<file path="src/rtl/fpu_round.sv">
// Rounding back-end for the single-precision add/sub datapath: two-stage
// valid/ready pipeline producing the IEEE word, {OF,UF,NX} and sticky flags.
module fpu_round #(
  parameter int ACC_EN = 1
) (
  input  logic        clk,
  input  logic        rst,
  input  logic        in_valid,
  output logic        in_ready,
  input  logic [34:0] in_data,
  input  logic [2:0]  in_rm,
  output logic        out_valid,
  input  logic        out_ready,
  output logic [31:0] out_data,
  output logic [2:0]  out_flags,
  input  logic        fflags_clr,
  output logic [2:0]  fflags_acc
);

  function automatic logic round_inc(input logic [2:0] rm, input logic sign,
                                     input logic lsb, input logic g,
                                     input logic r, input logic s);
    case (rm)
      3'd1:    return 1'b0;
      3'd2:    return sign & (g | r | s);
      3'd3:    return ~sign & (g | r | s);
      3'd4:    return g;
      default: return g & (r | s | lsb);
    endcase
  endfunction

  // Carry out of the fraction ripples into the exponent, which also turns a
  // rounded-up subnormal into the smallest normal and max finite into inf.
  function automatic logic [30:0] round_mag(input logic [30:0] em, input logic inc);
    return em + {30'd0, inc};
  endfunction

  logic        s1_valid_q, s1_valid_d;
  logic        s1_sign_q, s1_inc_q, s1_nx_q, s1_uf_q, s1_spec_q;
  logic [30:0] s1_em_q;
  logic        s1_spec_d, s1_any_d, s1_inc_d;

  logic        out_valid_q;
  logic [31:0] out_data_q, out_data_d;
  logic [2:0]  out_flags_q, out_flags_d;
  logic [2:0]  acc_q, acc_d;
  logic [30:0] mag_d;
  logic        of_d;

  logic s2_load, in_hs, out_hs;

  assign s2_load  = ~out_valid_q | out_ready;
  assign in_ready = ~s1_valid_q | s2_load;
  assign in_hs    = in_valid & in_ready;
  assign out_hs   = out_valid_q & out_ready;

  // ---- stage 1: increment decision and input-derived flags
  assign s1_spec_d  = (in_data[33:26] == 8'hFF);
  assign s1_any_d   = |in_data[2:0];
  assign s1_inc_d   = ~s1_spec_d & round_inc(in_rm, in_data[34], in_data[3],
                                             in_data[2], in_data[1], in_data[0]);
  assign s1_valid_d = in_hs | (s1_valid_q & ~s2_load);

  always_ff @(posedge clk) begin
    if (rst) s1_valid_q <= 1'b0;
    else     s1_valid_q <= s1_valid_d;
  end

  always_ff @(posedge clk) begin
    if (in_hs) begin
      s1_sign_q <= in_data[34];
      s1_em_q   <= in_data[33:3];
      s1_inc_q  <= s1_inc_d;
      s1_spec_q <= s1_spec_d;
      s1_nx_q   <= ~s1_spec_d & s1_any_d;
      s1_uf_q   <= ~s1_spec_d & s1_any_d & (in_data[33:26] == 8'h00);
    end
  end

  // ---- stage 2: magnitude add, overflow detection, output register
  assign mag_d       = round_mag(s1_em_q, s1_inc_q);
  assign of_d        = ~s1_spec_q & (mag_d[30:23] == 8'hFF);
  assign out_data_d  = {s1_sign_q, mag_d};
  assign out_flags_d = {of_d, s1_uf_q, s1_nx_q | of_d};

  always_ff @(posedge clk) begin
    if (rst) begin
      out_valid_q <= 1'b0;
      out_data_q  <= 32'd0;
      out_flags_q <= 3'd0;
    end else if (s2_load) begin
      out_valid_q <= s1_valid_q;
      if (s1_valid_q) begin
        out_data_q  <= out_data_d;
        out_flags_q <= out_flags_d;
      end
    end
  end

  // A clear coinciding with a handshake keeps only the new flags.
  assign acc_d = (ACC_EN != 0) ?
                 ((fflags_clr ? 3'd0 : acc_q) | (out_hs ? out_flags_q : 3'd0)) : 3'd0;

  always_ff @(posedge clk) begin
    if (rst) acc_q <= 3'd0;
    else     acc_q <= acc_d;
  end

  assign out_valid  = out_valid_q;
  assign out_data   = out_data_q;
  assign out_flags  = out_flags_q;
  assign fflags_acc = acc_q;

endmodule
</file>
<file path="config.mk">
export PLATFORM = sky130hd
export DESIGN_NAME = fpu_round
export DESIGN_NICKNAME = d
export VERILOG_FILES = /design/src/rtl/fpu_round.sv
export SDC_FILE = /design/constraint.sdc
export NUM_CORES = 1
export LEC_CHECK = 0
export ABC_CLOCK_PERIOD_IN_PS = 3800
export CELL_PAD_IN_SITES_DETAIL_PLACEMENT = 0
export CELL_PAD_IN_SITES_GLOBAL_PLACEMENT = 2
export CORE_ASPECT_RATIO = 0.5
export CORE_MARGIN = 2
export CORE_UTILIZATION = 33
export DETAILED_ROUTE_END_ITERATION = 8
export PLACE_DENSITY_LB_ADDON = 0.12
export SLEW_MARGIN = 30
export SYNTH_ARGS = -nofsm -noshare
export SYNTH_HDL_FRONTEND = slang
export SYNTH_SLANG_ARGS = --single-unit
</file>
<file path="constraint.sdc">
create_clock -name clk -period 3.8 [get_ports clk]
set_input_delay 0.76 -clock clk [delete_from_list [all_inputs] [get_ports clk]]
set_output_delay 0.76 -clock clk [all_outputs]
set_load 0.02 [all_outputs]
</file>
After elaboration in Yosys (flattened, before gate mapping)
Cells that the tools add are included.
- add/sub/neg operators: 1
- equality and inequality tests: 6
- muxes and demuxes: 3
- bitwise gates (word level): 25
- reduce and logical (&&, ||, !) cells: 3
- operators by type and width (kind ; count):
    $add A31 B1 Y31 ; 1
    $eq A8 B8 Y1 const B ; 2
    $and A1 B1 Y1 ; 10
    $logic_not A8 Y1 ; 1
    $or A1 B1 Y1 ; 8
    $eq A3 B2 Y1 const B ; 2
    $mux W3 ; 2
    $not A1 Y1 ; 6
    $pmux W1 S4 ; 1
    $eq A3 B1 Y1 const B ; 1
    $eq A3 B3 Y1 const B ; 1
    $or A3 B3 Y3 ; 1
    $reduce_or A3 Y1 ; 1
    $reduce_and A2 Y1 ; 1
- flip-flop bits (word level): 76
- bits of input ports: 43
- output and inout bits: 40
- word-level logic and storage cells: 49

Logic depth before layout (Yosys ltp)
- depth in word-level cells: 5
- mapped depth: 8
- depth with buffers taken out: 7

Worst setup path before layout
No wires, ideal clock.
- path kind: input to register
- start point: input out_ready
- end point: register s1_em_q[0] (enable)
- setup time: 0.397 ns
- data arrival time: 1.938 ns
- data required time: 3.403 ns
- slack: 1.465 ns
- stages: 3
- path buffers: 0
- cells stage by stage: nor2b_1 nand2_1 and2_1
- cells in the longest elaborated chain, start to end: 3
- ends and longest elaborated chain (element ; RTL line ; RTL):
    from (decl) ; 13 ; input logic out_ready,
    $or A1 B1 Y1 ; 52 ; assign s2_load = ~out_valid_q | out_ready;
    $or A1 B1 Y1 ; 53 ; assign in_ready = ~s1_valid_q | s2_load;
    named net in_ready ; 9 ; output logic in_ready,
    $and A1 B1 Y1 ; 54 ; assign in_hs = in_valid & in_ready;
    named net in_hs ; 50 ; logic s2_load, in_hs, out_hs;
    to (signal assigned) ; 72 ; s1_em_q <= in_data[33:3];
    to (decl) ; 40 ; logic [30:0] s1_em_q;
The timed path passes the listed nets, and every way through them passes these cells.
A chain may end at the register's enable or synchronous reset.

Worst setup path after layout
- start point: input out_ready
- end point: output in_ready
- cells in the longest elaborated chain, start to end: 2
- ends and longest elaborated chain (element ; RTL line):
    $or A1 B1 Y1 ; 52
    $or A1 B1 Y1 ; 53
    to (decl) ; 9
No other way between the ends.

==> metrics.md <==
| Metric | Value |
|---|---|
| Initial Util | 34.1% |
| Final setup TNS | 0 ns |
| CTS tree | done |
| Worst setup EP type | primary output |
| Hold_buf cts | 0 |
| IO Count | 83 |
| Initial antenna violation count | 0 |
| Layout cells sized above 1 | 6.48% |
| Crit path cell chain | clkdlybuf4s50_1 > nor2b_1 > nand2_1 > clkdlybuf4s50_1 |
| Finish-stage setup viols | 0 |
| Full die area | 10600 sq um |
| Leak | 1.50 nW |
| Max Cap Viol | 0 |
| CTS root buf | clkbuf_16 |
| Final HPWL DP | 5720 microns |
| CTS HTree Levels | 3 |
| Final non-filler cell total | 521 |
| Sequential share of the synthesized area | 58.5% |
| Most used cells in the layout excluding fill and tap cells | clkdlybuf4s50_1, nor2_1, dfxtp_1 |
| Routability cong. | 0.838 |
| First-pass GRT wire length | 12000 microns |
| GRT Resource Usage Total | 15.6% |
| DR pass1 iterations | 5 |
| Hold Path Origin | out_data[1] |
| Die height | 73.8 microns |
| Drt wl/cell | 14.8 microns |
| Final nets | 426 |
| Fmax | 332 MHz |
| Vias per std cell | 4.75 |
| Core area | 9450 sq um |
| Total gr overflow | 0 |
| Cells after Synth | 297 |
| Drt drc | 0 |
| Post-CTS setup buffers | 0 |
| Cell Area, Synth | 3220 sq um |
| Worst slew pin tran | 0.919 ns |
| Clock Skew | 0.00683 ns |
| Layout area overhead | 40.9% |
| Number of global-route vias before repair | 2344 |
| Final Routed Wirelength | 7690 microns |
| Die Span X | 144 microns |
| Worst skew pair latency | 0.33 ns |
| Critical Path AT | 2.25 ns |
| RR Endpoint | out_flags[2] |
| CP Class | in -> out |
| Max incr delay on CP | 0.55 ns |
| Worst reg2reg startpoint | s1_inc_q |
| CTS-repair resized insts | 0 |
| Crit path max fanout | 5 |
| Sinks on Clock Net | 76 |
| CTS Buf Count | 9 |
| Filler cells | 886 |
| Final period util | 79.3% |
| Largest net degree at the start of global routing | 41 |
| Outcome | finished clean |
| DP Cell Count | 505 |
| Cells on Worst Hold Path | 2 |
| Setup crit start kind | input pin |
| Bufs on Longest Clock Path | 2 |
| Post-route ant nets | 0 |
| Antenna Cells | 0 |
| Clock-pin slew on the worst setup and hold paths | 0.06 ns |
| Hold Path Class | reg -> reg |
| Reg2reg path depth | 7 |
| Slew Limit Headroom | 38.2% |
| Fin crit period | 3.01 ns |
| Critical-path top delay cell | clkdlybuf4s50_1 |
| Unrepaired setup endpoints after global routing | false |
| Post-synth EDFFs | 36 |
| Worst EP required | 3.04 ns |
| Cell variety after synth | 43 |
| Port Buffers | 82 |
| Power Density | 470 nW/um^2 |
| Worst hold endpoint | out_data[1] |
| Initial DRC count | 127 |
| Reg-to-reg slack, setup | 1.21 ns |
| Row count | 25 |
| Via count | 2475 |
| Total chip power | 0.00213 W |
| Synth async-reset ratio | 0% |
| Worst VDD drop | 0.000238 V |
| Pins over their slew limit | 0 |
| Critical Path Most Common Cell | clkdlybuf4s50_1 |
| Final Hold Fails | 0 |
| Syn avg cell area | 10.8 sq um |
| Commonest non-fill, non-tap cell in the layout | clkdlybuf4s50_1 |
| Flops & latches, synth | 76 |
| Main synth FF type | dfxtp_1 |
| Synth warnings | 0 |
| Post-synthesis net count | 342 |
==> kinds of logic after synthesis <==
group                      Yosys count  share of synthesized area, %
AOI/OAI and AO/OA                   49                          11.2
xor gates and xnor gates            26                          7.08
adders and majority gates            2                         0.777
buffers and inverters               19                          2.26
DFF                                 76                          58.5
and+or+nand+nor                    125                          20.2
==> power by group <==
part	total, W	internal [W]	switching (W)
clock network	0.000950	0.000639	0.000311
logic	0.000234	0.000119	0.000115
registers	0.000948	0.000911	0.0000377
total	0.00213	0.00167	0.000464
==> critical path: cells and delay by family <==
| kind | cells | cell delay [ns] |
|---|---|---|
| buf+inv | 2 | 1.01 |
| simple gates | 2 | 0.48 |
==> Yosys cell counts, types with 2 or more instances <==
library cell,number,area [sq um]
nor2_1,46,173
dfxtp_1,40,801
edfxtp_1,36,1080
a211oi_1,24,180
nand2_1,18,67.6
xor2_1,15,131
clkbuf_1,13,48.8
nand3_1,12,60.1
nor3_1,11,55.1
xnor2_1,11,96.3
nand4_1,8,50.1
nor4_1,8,50.1
a21oi_1,6,30.0
inv_1,5,18.8
a32oi_1,4,35.0
and3_1,3,18.8
nand2b_1,3,18.8
o21ai_0,3,15.0
o31ai_1,3,22.5
or4_1,3,22.5
ha_1,2,25.0
nor2b_1,2,12.5
==> routing by layer <==
metal  track usage [%]  part of all wire, %  vias to the layer above
met2              23.6                   45                       53
met3              5.41                  4.9                        4
met5                 0                    0                        -
met1              20.8                   50                     1149
met4              5.56                 0.61                        0
li1                  -                    -                     1269
==> per-stage QoR <==
stage               utilization (%)  hold slack [ns]  setup slack [ns]  area, sq um
detailed placement             44.5            0.453             0.772         4200
finish                         48.0            0.459             0.788         4530
floorplan                         -            0.471              1.46         3220
CTS                            48.0            0.465             0.775         4530
global route                   48.0            0.504             0.664         4530
global placement               44.5            0.451             0.815         4200
==> registers in the layout, summed over array words and instances, names as in the netlist, 3 cells and up <==
name / count
fflags_acc: 3
out_flags: 3
out_data: 32
s1_em_q: 31
==> how the worst max path moves through the flow <==
stage / startpoint / endpoint / slack (ns)
detailed placement: out_ready / in_ready / 0.77
global placement: out_ready / in_ready / 0.82
floorplan: out_ready / s1_em_q[0] / 1.46
CTS: out_ready / in_ready / 0.78
global route: out_ready / in_ready / 0.66
finish: out_ready / in_ready / 0.79
==> final cells by class <==
class                      count  area, sq um  area share, %
multi-input combinational    202         1270           28.0
clock buffer                  11          233           5.13
timing repair buffer          87          858           18.9
clock inverter                 5          101           2.24
sequential                    76         1880           41.5
tap                          135          169           3.73
inverter                       5         18.8          0.414
No activity file was read; power rests on OpenSTA's default activity.
